**src/rtl/btn_pkg.sv**
```systemverilog
// Shared types and constants for the button conditioner: FSM states,
// channel indices (index order doubles as arbitration priority) and defaults.
package btn_pkg;

    typedef enum logic [1:0] {
        ST_IDLE    = 2'd0,
        ST_PRESSED = 2'd1,
        ST_REPEAT  = 2'd2
    } btn_state_t;

    typedef logic [1:0] ch_idx_t;

    localparam int NUM_CH = 3;
    localparam int CH_L   = 0;
    localparam int CH_R   = 1;
    localparam int CH_D   = 2;

    localparam int DEF_DEBOUNCE_CYCLES = 250000;
    localparam int DEF_HOLD_CYCLES     = 2500000;
    localparam int DEF_REPEAT_DELAY    = 7500000;
    localparam int DEF_REPEAT_PERIOD   = 2500000;

    function automatic int max_of(input int a, input int b);
        return (a > b) ? a : b;
    endfunction

    // One width for every timing counter, large enough for the biggest parameter.
    function automatic int counter_width(input int a, input int b, input int c, input int d);
        return $clog2(max_of(max_of(a, b), max_of(c, d))) + 1;
    endfunction

endpackage

```
**src/rtl/button_conditioner_if.sv**
```systemverilog
// Button-side bundle: raw push-buttons in, stretched requests, debounced
// levels and the accepted-event counter out.
interface button_conditioner_if;

    logic       btnL_raw;
    logic       btnD_raw;
    logic       btnR_raw;
    logic       buttonL;
    logic       buttonD;
    logic       buttonR;
    logic       levelL;
    logic       levelD;
    logic       levelR;
    logic [7:0] eventCount;

    modport slave (
        input  btnL_raw, btnD_raw, btnR_raw,
        output buttonL, buttonD, buttonR,
        output levelL, levelD, levelR,
        output eventCount
    );

    modport master (
        output btnL_raw, btnD_raw, btnR_raw,
        input  buttonL, buttonD, buttonR,
        input  levelL, levelD, levelR,
        input  eventCount
    );

endinterface

```
**src/rtl/btn_debounce.sv**
```systemverilog
// One button channel: 2-flop synchronizer followed by a debounce counter that
// flips the level only after DEBOUNCE_CYCLES consecutive opposite samples.
module btn_debounce
    import btn_pkg::*;
#(
    parameter int DEBOUNCE_CYCLES = DEF_DEBOUNCE_CYCLES,
    parameter int CW              = counter_width(DEF_DEBOUNCE_CYCLES, DEF_HOLD_CYCLES,
                                                  DEF_REPEAT_DELAY, DEF_REPEAT_PERIOD)
) (
    input  logic CLK25M,
    input  logic Reset,
    input  logic raw,
    output logic level
);

    logic          sync_1;
    logic          sync_2;
    logic [CW-1:0] stable_cnt;

    always_ff @(posedge CLK25M or negedge Reset) begin
        if (!Reset) begin
            sync_1 <= 1'b0;
            sync_2 <= 1'b0;
        end else begin
            sync_1 <= raw;
            sync_2 <= sync_1;
        end
    end

    // Any sample matching the current level throws away the partial run.
    always_ff @(posedge CLK25M or negedge Reset) begin
        if (!Reset) begin
            level      <= 1'b0;
            stable_cnt <= '0;
        end else if (sync_2 == level) begin
            stable_cnt <= '0;
        end else if (stable_cnt == CW'(DEBOUNCE_CYCLES - 1)) begin
            level      <= sync_2;
            stable_cnt <= '0;
        end else begin
            stable_cnt <= stable_cnt + 1'b1;
        end
    end

endmodule

```
**src/rtl/button_conditioner.sv**
```systemverilog
// Three-channel button conditioner: debounce, per-channel press FSM, single
// owner request stretcher with L > R > D priority. Auto-repeat: BTN_AUTOREPEAT_EN.
module button_conditioner
    import btn_pkg::*;
#(
    parameter int DEBOUNCE_CYCLES = DEF_DEBOUNCE_CYCLES,
    parameter int HOLD_CYCLES     = DEF_HOLD_CYCLES,
    parameter int REPEAT_DELAY    = DEF_REPEAT_DELAY,
    parameter int REPEAT_PERIOD   = DEF_REPEAT_PERIOD
) (
    input  logic CLK25M,
    input  logic Reset,
    button_conditioner_if.slave bus
);

    localparam int CW = counter_width(DEBOUNCE_CYCLES, HOLD_CYCLES, REPEAT_DELAY, REPEAT_PERIOD);

    if (DEBOUNCE_CYCLES < 1 || HOLD_CYCLES < 1 || REPEAT_DELAY < 1 || REPEAT_PERIOD < 1) begin : g_param_check
        $fatal(1, "button_conditioner: timing parameters must be at least 1");
    end

    logic [NUM_CH-1:0] raw_vec;
    logic [NUM_CH-1:0] level_vec;
    logic [NUM_CH-1:0] event_vec;

    assign raw_vec[CH_L] = bus.btnL_raw;
    assign raw_vec[CH_R] = bus.btnR_raw;
    assign raw_vec[CH_D] = bus.btnD_raw;

    for (genvar c = 0; c < NUM_CH; c++) begin : g_ch
        btn_debounce #(
            .DEBOUNCE_CYCLES(DEBOUNCE_CYCLES),
            .CW             (CW)
        ) u_debounce (
            .CLK25M(CLK25M),
            .Reset (Reset),
            .raw   (raw_vec[c]),
            .level (level_vec[c])
        );
    end

    btn_state_t state     [NUM_CH];
    btn_state_t state_nxt [NUM_CH];
`ifdef BTN_AUTOREPEAT_EN
    logic [CW-1:0] timer     [NUM_CH];
    logic [CW-1:0] timer_nxt [NUM_CH];
`endif

    always_ff @(posedge CLK25M or negedge Reset) begin
        if (!Reset) begin
            for (int c = 0; c < NUM_CH; c++) begin
                state[c] <= ST_IDLE;
`ifdef BTN_AUTOREPEAT_EN
                timer[c] <= '0;
`endif
            end
        end else begin
            state <= state_nxt;
`ifdef BTN_AUTOREPEAT_EN
            timer <= timer_nxt;
`endif
        end
    end

    // A debounced fall always wins over a repeat that would fire the same clock.
    always_comb begin
        for (int c = 0; c < NUM_CH; c++) begin
            state_nxt[c] = state[c];
            event_vec[c] = 1'b0;
`ifdef BTN_AUTOREPEAT_EN
            timer_nxt[c] = timer[c];
`endif
            case (state[c])
                ST_IDLE: begin
                    if (level_vec[c]) begin
                        state_nxt[c] = ST_PRESSED;
                        event_vec[c] = 1'b1;
`ifdef BTN_AUTOREPEAT_EN
                        timer_nxt[c] = '0;
`endif
                    end
                end
                ST_PRESSED: begin
                    if (!level_vec[c]) begin
                        state_nxt[c] = ST_IDLE;
`ifdef BTN_AUTOREPEAT_EN
                    end else if (timer[c] == CW'(REPEAT_DELAY - 1)) begin
                        state_nxt[c] = ST_REPEAT;
                        event_vec[c] = 1'b1;
                        timer_nxt[c] = '0;
                    end else begin
                        timer_nxt[c] = timer[c] + 1'b1;
`endif
                    end
                end
`ifdef BTN_AUTOREPEAT_EN
                ST_REPEAT: begin
                    if (!level_vec[c]) begin
                        state_nxt[c] = ST_IDLE;
                    end else if (timer[c] == CW'(REPEAT_PERIOD - 1)) begin
                        event_vec[c] = 1'b1;
                        timer_nxt[c] = '0;
                    end else begin
                        timer_nxt[c] = timer[c] + 1'b1;
                    end
                end
`endif
                default: begin
                    state_nxt[c] = ST_IDLE;
                end
            endcase
        end
    end

    logic          hold_active;
    ch_idx_t       hold_ch;
    logic [CW-1:0] hold_cnt;
    logic [7:0]    event_count;
    logic          accept;
    ch_idx_t       accept_ch;

    // While a request is high only its own channel may restart it; otherwise
    // the highest-priority pending event takes ownership and the rest are lost.
    always_comb begin
        accept    = 1'b0;
        accept_ch = hold_ch;
        if (hold_active) begin
            accept = event_vec[hold_ch];
        end else if (event_vec[CH_L]) begin
            accept    = 1'b1;
            accept_ch = ch_idx_t'(CH_L);
        end else if (event_vec[CH_R]) begin
            accept    = 1'b1;
            accept_ch = ch_idx_t'(CH_R);
        end else if (event_vec[CH_D]) begin
            accept    = 1'b1;
            accept_ch = ch_idx_t'(CH_D);
        end
    end

    always_ff @(posedge CLK25M or negedge Reset) begin
        if (!Reset) begin
            hold_active <= 1'b0;
            hold_ch     <= '0;
            hold_cnt    <= '0;
            event_count <= '0;
        end else if (accept) begin
            hold_active <= 1'b1;
            hold_ch     <= accept_ch;
            hold_cnt    <= '0;
            event_count <= event_count + 8'd1;
        end else if (hold_active) begin
            if (hold_cnt == CW'(HOLD_CYCLES - 1)) begin
                hold_active <= 1'b0;
            end else begin
                hold_cnt <= hold_cnt + 1'b1;
            end
        end
    end

    assign bus.buttonL    = hold_active && (hold_ch == ch_idx_t'(CH_L));
    assign bus.buttonR    = hold_active && (hold_ch == ch_idx_t'(CH_R));
    assign bus.buttonD    = hold_active && (hold_ch == ch_idx_t'(CH_D));
    assign bus.levelL     = level_vec[CH_L];
    assign bus.levelR     = level_vec[CH_R];
    assign bus.levelD     = level_vec[CH_D];
    assign bus.eventCount = event_count;

endmodule

```
**src/flat_wrapper.sv**
```systemverilog
// flat-port wrapper written by rule: the top's interface ports become plain ports
module button_conditioner_flat import btn_pkg::*;
#(
    parameter int DEBOUNCE_CYCLES = DEF_DEBOUNCE_CYCLES,
    parameter int HOLD_CYCLES     = DEF_HOLD_CYCLES,
    parameter int REPEAT_DELAY    = DEF_REPEAT_DELAY,
    parameter int REPEAT_PERIOD   = DEF_REPEAT_PERIOD
)
  (CLK25M, Reset, bus_btnL_raw, bus_btnD_raw, bus_btnR_raw, bus_buttonL, bus_buttonD, bus_buttonR, bus_levelL, bus_levelD, bus_levelR, bus_eventCount);
  button_conditioner_if bus_i ();
  input  logic CLK25M;
  input  logic Reset;
  input wire logic [$bits(bus_i.btnL_raw)-1:0] bus_btnL_raw;
  input wire logic [$bits(bus_i.btnD_raw)-1:0] bus_btnD_raw;
  input wire logic [$bits(bus_i.btnR_raw)-1:0] bus_btnR_raw;
  output wire logic [$bits(bus_i.buttonL)-1:0] bus_buttonL;
  output wire logic [$bits(bus_i.buttonD)-1:0] bus_buttonD;
  output wire logic [$bits(bus_i.buttonR)-1:0] bus_buttonR;
  output wire logic [$bits(bus_i.levelL)-1:0] bus_levelL;
  output wire logic [$bits(bus_i.levelD)-1:0] bus_levelD;
  output wire logic [$bits(bus_i.levelR)-1:0] bus_levelR;
  output wire logic [$bits(bus_i.eventCount)-1:0] bus_eventCount;
  assign bus_i.btnL_raw = bus_btnL_raw;
  assign bus_i.btnD_raw = bus_btnD_raw;
  assign bus_i.btnR_raw = bus_btnR_raw;
  assign bus_buttonL = bus_i.buttonL;
  assign bus_buttonD = bus_i.buttonD;
  assign bus_buttonR = bus_i.buttonR;
  assign bus_levelL = bus_i.levelL;
  assign bus_levelD = bus_i.levelD;
  assign bus_levelR = bus_i.levelR;
  assign bus_eventCount = bus_i.eventCount;
  button_conditioner #(.DEBOUNCE_CYCLES(DEBOUNCE_CYCLES), .HOLD_CYCLES(HOLD_CYCLES), .REPEAT_DELAY(REPEAT_DELAY), .REPEAT_PERIOD(REPEAT_PERIOD)) u_core (.CLK25M(CLK25M), .Reset(Reset), .bus(bus_i));
endmodule
```
**config.mk**
```make
export PLATFORM = sky130hd
export DESIGN_NAME = button_conditioner_flat
export DESIGN_NICKNAME = d
export VERILOG_FILES = /design/src/rtl/btn_pkg.sv /design/src/rtl/button_conditioner_if.sv /design/src/rtl/btn_debounce.sv /design/src/rtl/button_conditioner.sv /design/src/flat_wrapper.sv
export SDC_FILE = /design/constraint.sdc
export NUM_CORES = 1
export LEC_CHECK = 0
export BUFFER_PORTS_ARGS = -buffer_cell sky130_fd_sc_hd__buf_2
export CORE_UTILIZATION = 45
export CTS_BUF_LIST = sky130_fd_sc_hd__clkbuf_2
export DETAILED_ROUTE_END_ITERATION = 8
export HOLD_SLACK_MARGIN = 0.05
export PLACE_DENSITY = 0.6
export SETUP_SLACK_MARGIN = 0.1
export SLEW_MARGIN = 20
export SYNTH_ARGS = -nofsm -noshare
export SYNTH_HDL_FRONTEND = slang
export SYNTH_SLANG_ARGS = --single-unit
```
**constraint.sdc**
```tcl
create_clock -name CLK25M -period 4.52 [get_ports CLK25M]
set_input_delay 0 -clock CLK25M [delete_from_list [all_inputs] [get_ports CLK25M]]
set_output_delay 0 -clock CLK25M [all_outputs]
set_load 0.05 [all_outputs]
```
==> flow_summary.yaml, run 1 <==
status:
  outcome: "complete, no violations"
synth:
  synth_edf_count: 0
  syn-num-nets: 618
  synth_ff_type: "dfrtp_1"
  synth_area_per_cell_sq_um: 9.87
  syn_inst: 604
  seq_area_frac_synth_pct: 50.0
  ys_ff_latch: 119
  ys_types: 53
  async_reset_ff_share_pct: 100
  yosysWarnings: 0
  syn_area_sq_um: 5960
cts:
  htree_levels: 4
  cts_tree: "done"
  clock-sinks: 119
  cts_buffers: 17
  cts_hold_buf: 8
  cts_buffer_depth: 2
  ctsRootBufferMaster: "clkbuf_2"
  clk_pin_slew_worst_paths_ps: 180
  post_cts_resized: 0
  clk_latency_ps: 690
  post-cts-setup-buffers: 0
global_route:
  antenna_found_initial: 0
  overflow: 0
  grt_max_degree: 71
  grt_pass1_wl_um: 20200
  grt_usage_pct: 19.2
  grt_pass1_vias: 4369
setup_path:
  critPathLaunchType: "flop"
  reg2reg_depth: 7
  max_stage_delay_ps: 740
  rr_endpoint: "u_core.bus.eventCount[7]$_DFFE_PN0P_"
  required_ps: 5130
  criticalPathCategory: "flop to flop"
  critical_path_arrival_ps: 3130
  r2r_start: "u_core.state[4]$_DFFE_PN0P_"
  worst-path-max-fanout: 22
  cp_cell_sequence: "inv_1 -> ha_1 -> mux2i_1 -> o211ai_2 -> nand2_1 -> nor4_2 -> xor2_1"
  rrSetupSlack_ps: 2000
  cp_slowest_cell: "o211ai_2"
  endpoint_kind: "flop"
  critPathBufInv: 1
  critical-path-top-delay-family: "compound AO/OA/AOI/OAI gates"
finish:
  fin_util_pct: 50.7
  final_cells: 818
  antenna_cells: 0
  area_growth_pct: 8.69
  layout_commonest_cell: "dfrtp_1"
  layout_common_cells: "119 x dfrtp_1, 99 x nor2_1, 44 x xor2_1, 39 x nand3_1, 38 x nand2_1"
  drive_gt1_share_pct: 11.0
  nets: 648
place:
  dpl_worst_slack_ps: 1990
  gp_congestion: 0.813
  dp.cells: 779
  portBuffers: 18
  hpwlAfterDp_um: 7660
routing:
  drcViolationCount: 0
  dr.pass1.iters: 4
  ant_nets: 0
  drt_iter0_drc: 301
  wl_um: 11500
  via_per_inst: 5.33
  wl_per_cell_um: 14.1
  vias: 4361
sta:
  max_slew_margin_pct: 37.5
  finalSetupViolCount: 0
  final.period_utilization_pct: 55.8
  fin_skew_ps: 26.8
  slew_violations: 0
  hold_viol: 0
  fin_ws_ps: 2000
  worst_pin_slew_ps: 931
  rsz0062_at_grt: "false"
  fmax_ghz: 0.396
  tns_ps: 0
  period_minus_slack_ps: 2520
floorplan:
  core_sq_um: 12800
  die_h_um: 117
  placementRows: 41
  die_w_um: 117
  ios: 19
  initial_core_util_pct: 46.7
  die-area_sq_um: 13700
power_and_ir_drop:
  power.ir.vdd_worst_uv: 221
  p_total_w: 0.00183
  power_density_nw_per_um2: 282
  leakage_nw: 2.76
worst_hold_path:
  hp-start: "u_core.g_ch[0].u_debounce.sync_1$_DFF_PN0_"
  min_delay_worst_endpoint: "u_core.g_ch[0].u_debounce.sync_2$_DFF_PN0_"
  hold_class: "flop to flop"
  hold_depth: 0
flow_run:
  drv_cap: 0
## logic make-up (layout without fill, tap and decap cells)
| group | Yosys count | count (layout) | synth area share [%] |
|---|---|---|---|
| AO/OA/AOI/OAI | 65 | 65 | 6.55 |
| XOR/XNOR | 79 | 79 | 11.6 |
| adder cells (fa/ha/maj) | 9 | 9 | 1.89 |
| buffers and inverters | 37 | 79 | 3.25 |
| flip-flops | 119 | 119 | 50.0 |
| multiplexers | 5 | 5 | 0.903 |
| AND/OR/NAND/NOR | 290 | 290 | 25.8 |
## power breakdown
part,internal (W),total [W],switching (W)
combinational,0.0000154,0.0000529,0.0000375
sequential,0.00107,0.00108,0.00000955
clock,0.000299,0.000689,0.000390
## cells in the mapped netlist, types with 10 or more instances
cell type / instances / share of area [%]
dfrtp_1: 119 / 50
nor2_1: 99 / 6.2
xor2_1: 44 / 6.5
nand3_1: 39 / 3.3
nand2_1: 38 / 2.4
nand4_1: 36 / 3.8
xnor2_1: 35 / 5.1
o21ai_0: 24 / 2.0
inv_1: 19 / 1.2
a21oi_1: 15 / 1.3
buf_2: 12 / 1.0
nor4_1: 12 / 1.3
and3_1: 11 / 1.2
nor3_1: 11 / 0.92
a31oi_1: 10 / 1.0
## flip-flops by register name, summed over array words and instances (netlist names)
register / cells
u_core.hold_cnt: 24
u_core.hold_active: 1
u_core.hold_ch: 2
u_core.state: 3
u_core.g_ch.u_debounce.sync_1: 3
u_core.g_ch.u_debounce.stable_cnt: 72
u_core.g_ch.u_debounce.sync_2: 3
u_core.g_ch.u_debounce.level: 3
u_core.bus.eventCount: 8
## worst register-to-register path: stages (launching register included)
cell,delay [ps]
dfrtp_1,430
inv_1,60
ha_1,260
mux2i_1,150
o211ai_2,740
nand2_1,280
nor4_2,360
xor2_1,170
## layout make-up
type | count | area [sq um]
fillers | 1163 | 6300
clock buffers | 19 | 95.1
flip-flops and latches | 119 | 2980
clock inverters | 12 | 135
inverters | 19 | 71.3
well taps | 172 | 215
repair buffers | 29 | 195
multi-input cells | 448 | 2790
## how the worst max path moves through the flow
stage,startpoint,to,depth (start not counted),slack [ps]
floorplan,u_core.g_ch[0].u_debounce.level$_DFFE_PN0P_,u_core.hold_cnt[17]$_DFFE_PN0P_,7,2510
global placement,u_core.state[4]$_DFFE_PN0P_,u_core.bus.eventCount[7]$_DFFE_PN0P_,7,2140
detailed placement,u_core.state[4]$_DFFE_PN0P_,u_core.bus.eventCount[7]$_DFFE_PN0P_,7,1990
CTS,u_core.state[4]$_DFFE_PN0P_,u_core.bus.eventCount[7]$_DFFE_PN0P_,7,1940
global route,u_core.g_ch[0].u_debounce.level$_DFFE_PN0P_,u_core.bus.eventCount[7]$_DFFE_PN0P_,6,1700
finish,u_core.state[4]$_DFFE_PN0P_,u_core.bus.eventCount[7]$_DFFE_PN0P_,7,2000
## routing by layer
layer / vias to the layer above / GRT usage (%) / part of all wire [%]
met5: - / 0 / 0
met4: 0 / 7.51 / 0.94
met3: 10 / 5.72 / 3.7
met2: 50 / 30.2 / 47
met1: 2114 / 25.1 / 48
li1: 2187 / - / -
## per-stage QoR
| step | hold slack (ps) | area, sq um |
|---|---|---|
| floorplan | -296 | 5960 |
| global placement | 109 | 6170 |
| detailed placement | 110 | 6170 |
| CTS | 375 | 6480 |
| global route | 389 | 6480 |
| finish | 358 | 6480 |
(Power assumes the default switching activity.)
==> inputs of run 2 (changes only) <==
==> constraint.sdc (replaced) <==
create_clock -name CLK25M -period 2.6 [get_ports CLK25M]
set_input_delay 0 -clock CLK25M [delete_from_list [all_inputs] [get_ports CLK25M]]
set_output_delay 0 -clock CLK25M [all_outputs]
set_load 0.05 [all_outputs]
==> run 2 against run 1 <==
- register-to-register slack lost 1500 ps
- core utilization grew 0.88 points
- routed wire length grew 1.2%
- critical path depth shrank 1
- worst hold slack gained 24 ps
- combinational power grew 91%
- critical endpoint is now u_core.hold_cnt[5]$_DFFE_PN0P_
- largest cell class unchanged
- highest routed layer unchanged
==> flow_summary.yaml, run 2 (synthesis gave the netlist of run 1 again) <==
status:
  outcome: "complete, no violations"
routing:
  drt_iter0_drc: 265
  met2WireLength_um: 5440
  wl_met1_um: 5600
  topRoutingLayerUsed: "met4"
  via_per_inst: 5.40
  ant_nets: 0
  vias: 4456
  route.met3.wl_um: 454
  dr.pass1.iters: 4
  wl_per_cell_um: 14.1
  wl_um: 11600
  drcViolationCount: 0
floorplan:
  die_h_um: 117
  die-area_sq_um: 13700
  die_w_um: 117
  placementRows: 41
  initial_core_util_pct: 46.7
  core_sq_um: 12800
  ios: 19
place:
  gp_congestion: 0.804
  hpwlAfterDp_um: 7780
  portBuffers: 18
finish:
  largest_reg_flops: 72
  layout_common_cells: "119 x dfrtp_1, 99 x nor2_1, 44 x xor2_1, 39 x nand3_1, 38 x nand2_1"
  fin_util_pct: 51.6
  layout_commonest_cell: "dfrtp_1"
  regMostFlops: "u_core.g_ch.u_debounce.stable_cnt"
  area_growth_pct: 10.6
  multi_input_area_sq_um: 2790
  fillerInstances: 1180
  ff_latch_area_sq_um: 2980
  nets: 654
  antenna_cells: 0
  drive_gt1_share_pct: 12.3
setup_path:
  rr_endpoint: "u_core.hold_cnt[5]$_DFFE_PN0P_"
  cp_slowest_cell: "or4_1"
  rrSetupSlack_ps: 540
  reg2reg_depth: 6
  r2r_start: "u_core.g_ch[0].u_debounce.level$_DFFE_PN0P_"
  max_stage_delay_ps: 480
  endpoint_kind: "flop"
  critPathLaunchType: "flop"
  critical_path_arrival_ps: 2680
  cp_cell_sequence: "ha_1 -> mux2i_1 -> o211ai_2 -> buf_4 -> or4_1 -> o21ai_0"
  worst-path-max-fanout: 21
  criticalPathCategory: "flop to flop"
  required_ps: 3220
cts:
  clk_pin_slew_worst_paths_ps: 180
  cts_buffers: 17
  clock-sinks: 119
  htree_levels: 4
  clk_latency_ps: 690
  cts_tree: "done"
  post_cts_resized: 0
  ctsRootBufferMaster: "clkbuf_2"
  post-cts-setup-buffers: 0
  cts_buffer_depth: 2
global_route:
  grt_pass1_vias: 4408
  grt_max_degree: 59
  grt_usage_pct: 19.4
  antenna_found_initial: 0
  overflow: 0
  grt_pass1_wl_um: 20600
sta:
  fmax_ghz: 0.486
  tns_ps: 0
  hold_viol: 0
  finalSetupViolCount: 0
  worst_pin_slew_ps: 637
  fin_skew_ps: 21.8
  max_slew_margin_pct: 57.2
  slew_violations: 0
  period_minus_slack_ps: 2060
  rsz0062_at_grt: "false"
  final.period_utilization_pct: 79.2
power_and_ir_drop:
  power_density_nw_per_um2: 504
  leakage_nw: 2.81
  power.ir.vdd_worst_uv: 316
worst_hold_path:
  min_delay_worst_endpoint: "u_core.g_ch[1].u_debounce.sync_2$_DFF_PN0_"
  hold_depth: 0
  hold_class: "flop to flop"
  hp-start: "u_core.g_ch[1].u_debounce.sync_1$_DFF_PN0_"
flow_run:
  drv_cap: 0
## run 2: cell types whose count changed in the layout (fill, tap and decap cells not counted)
cell,previous run,this run
bufinv_16,3,4
clkinv_1,4,2
clkinvlp_4,2,3
buf_12,0,2
buf_4,4,8
clkbuf_2,19,18
clkinv_4,0,2
## run 2: worst max-delay path by stage
| stage | from | to | slack, ps | depth (start not counted) |
|---|---|---|---|---|
| after floorplan | u_core.g_ch[0].u_debounce.level$_DFFE_PN0P_ | u_core.hold_cnt[17]$_DFFE_PN0P_ | 590 | 7 |
| after global placement | u_core.g_ch[0].u_debounce.level$_DFFE_PN0P_ | u_core.bus.eventCount[4]$_DFFE_PN0P_ | 680 | 5 |
| after detailed placement | u_core.g_ch[0].u_debounce.level$_DFFE_PN0P_ | u_core.hold_cnt[16]$_DFFE_PN0P_ | 560 | 6 |
| after CTS | u_core.hold_active$_DFF_PN0_ | bus_buttonD | 520 | 3 |
| after global routing | u_core.g_ch[1].u_debounce.level$_DFFE_PN0P_ | u_core.hold_cnt[16]$_DFFE_PN0P_ | 390 | 6 |
| final | u_core.g_ch[0].u_debounce.level$_DFFE_PN0P_ | u_core.hold_cnt[5]$_DFFE_PN0P_ | 540 | 6 |
## run 2: what timing repair did
| action | CTS | global route |
|---|---|---|
| hold buffers | 9 | 0 |
| endpoints found under the setup margin | 0 | 0 |
| hold endpoints to repair | 122 | 0 |
## run 2: worst max-delay path, delay by kind of cell, from the launching register on
family	cells	cell delay [ps]
compound gates	2	270
fa+ha+maj	1	290
buf+inv	1	240
flops	1	450
mux	1	260
simple gates	1	480
## run 2: metal layers
layer / GRT usage [%] / up-vias
li1: - / 2202
met1: 25.8 / 2175
met2: 30.7 / 61
met3: 5.51 / 18
met4: 6.41 / 0
met5: 0 / -
## run 2: where the power goes
part,internal [W],total [W],leakage (nW),switching [W]
logic,0.0000330,0.000101,1.02,0.0000677
clock network,0.000626,0.00134,0.155,0.000711
registers,0.00187,0.00188,1.64,0.0000159
total,0.00253,0.00332,2.81,0.000795
## run 2: cell type report
class	count	share of cell area, %
Multi-Input combinational cell	448	42.3
Inverter	19	1.08
Clock buffer	18	1.37
Tap cell	172	3.27
Timing Repair Buffer	35	4.03
Sequential cell	119	45.2
Clock inverter	14	2.77
## run 2: metrics by stage
stage | cell area (sq um) | setup WS, ps | cells | power (W) | hold slack (ps)
finish | 6590 | 542 | 825 | 0.00332 | 383
global placement | 6220 | 679 | 784 | 0.00201 | 6.39
detailed placement | 6220 | 562 | 784 | 0.00201 | 20.5
floorplan | 5960 | 590 | 604 | 0.00196 | -296
CTS | 6590 | 517 | 825 | 0.00338 | 336
global route | 6590 | 392 | 825 | 0.00348 | 368
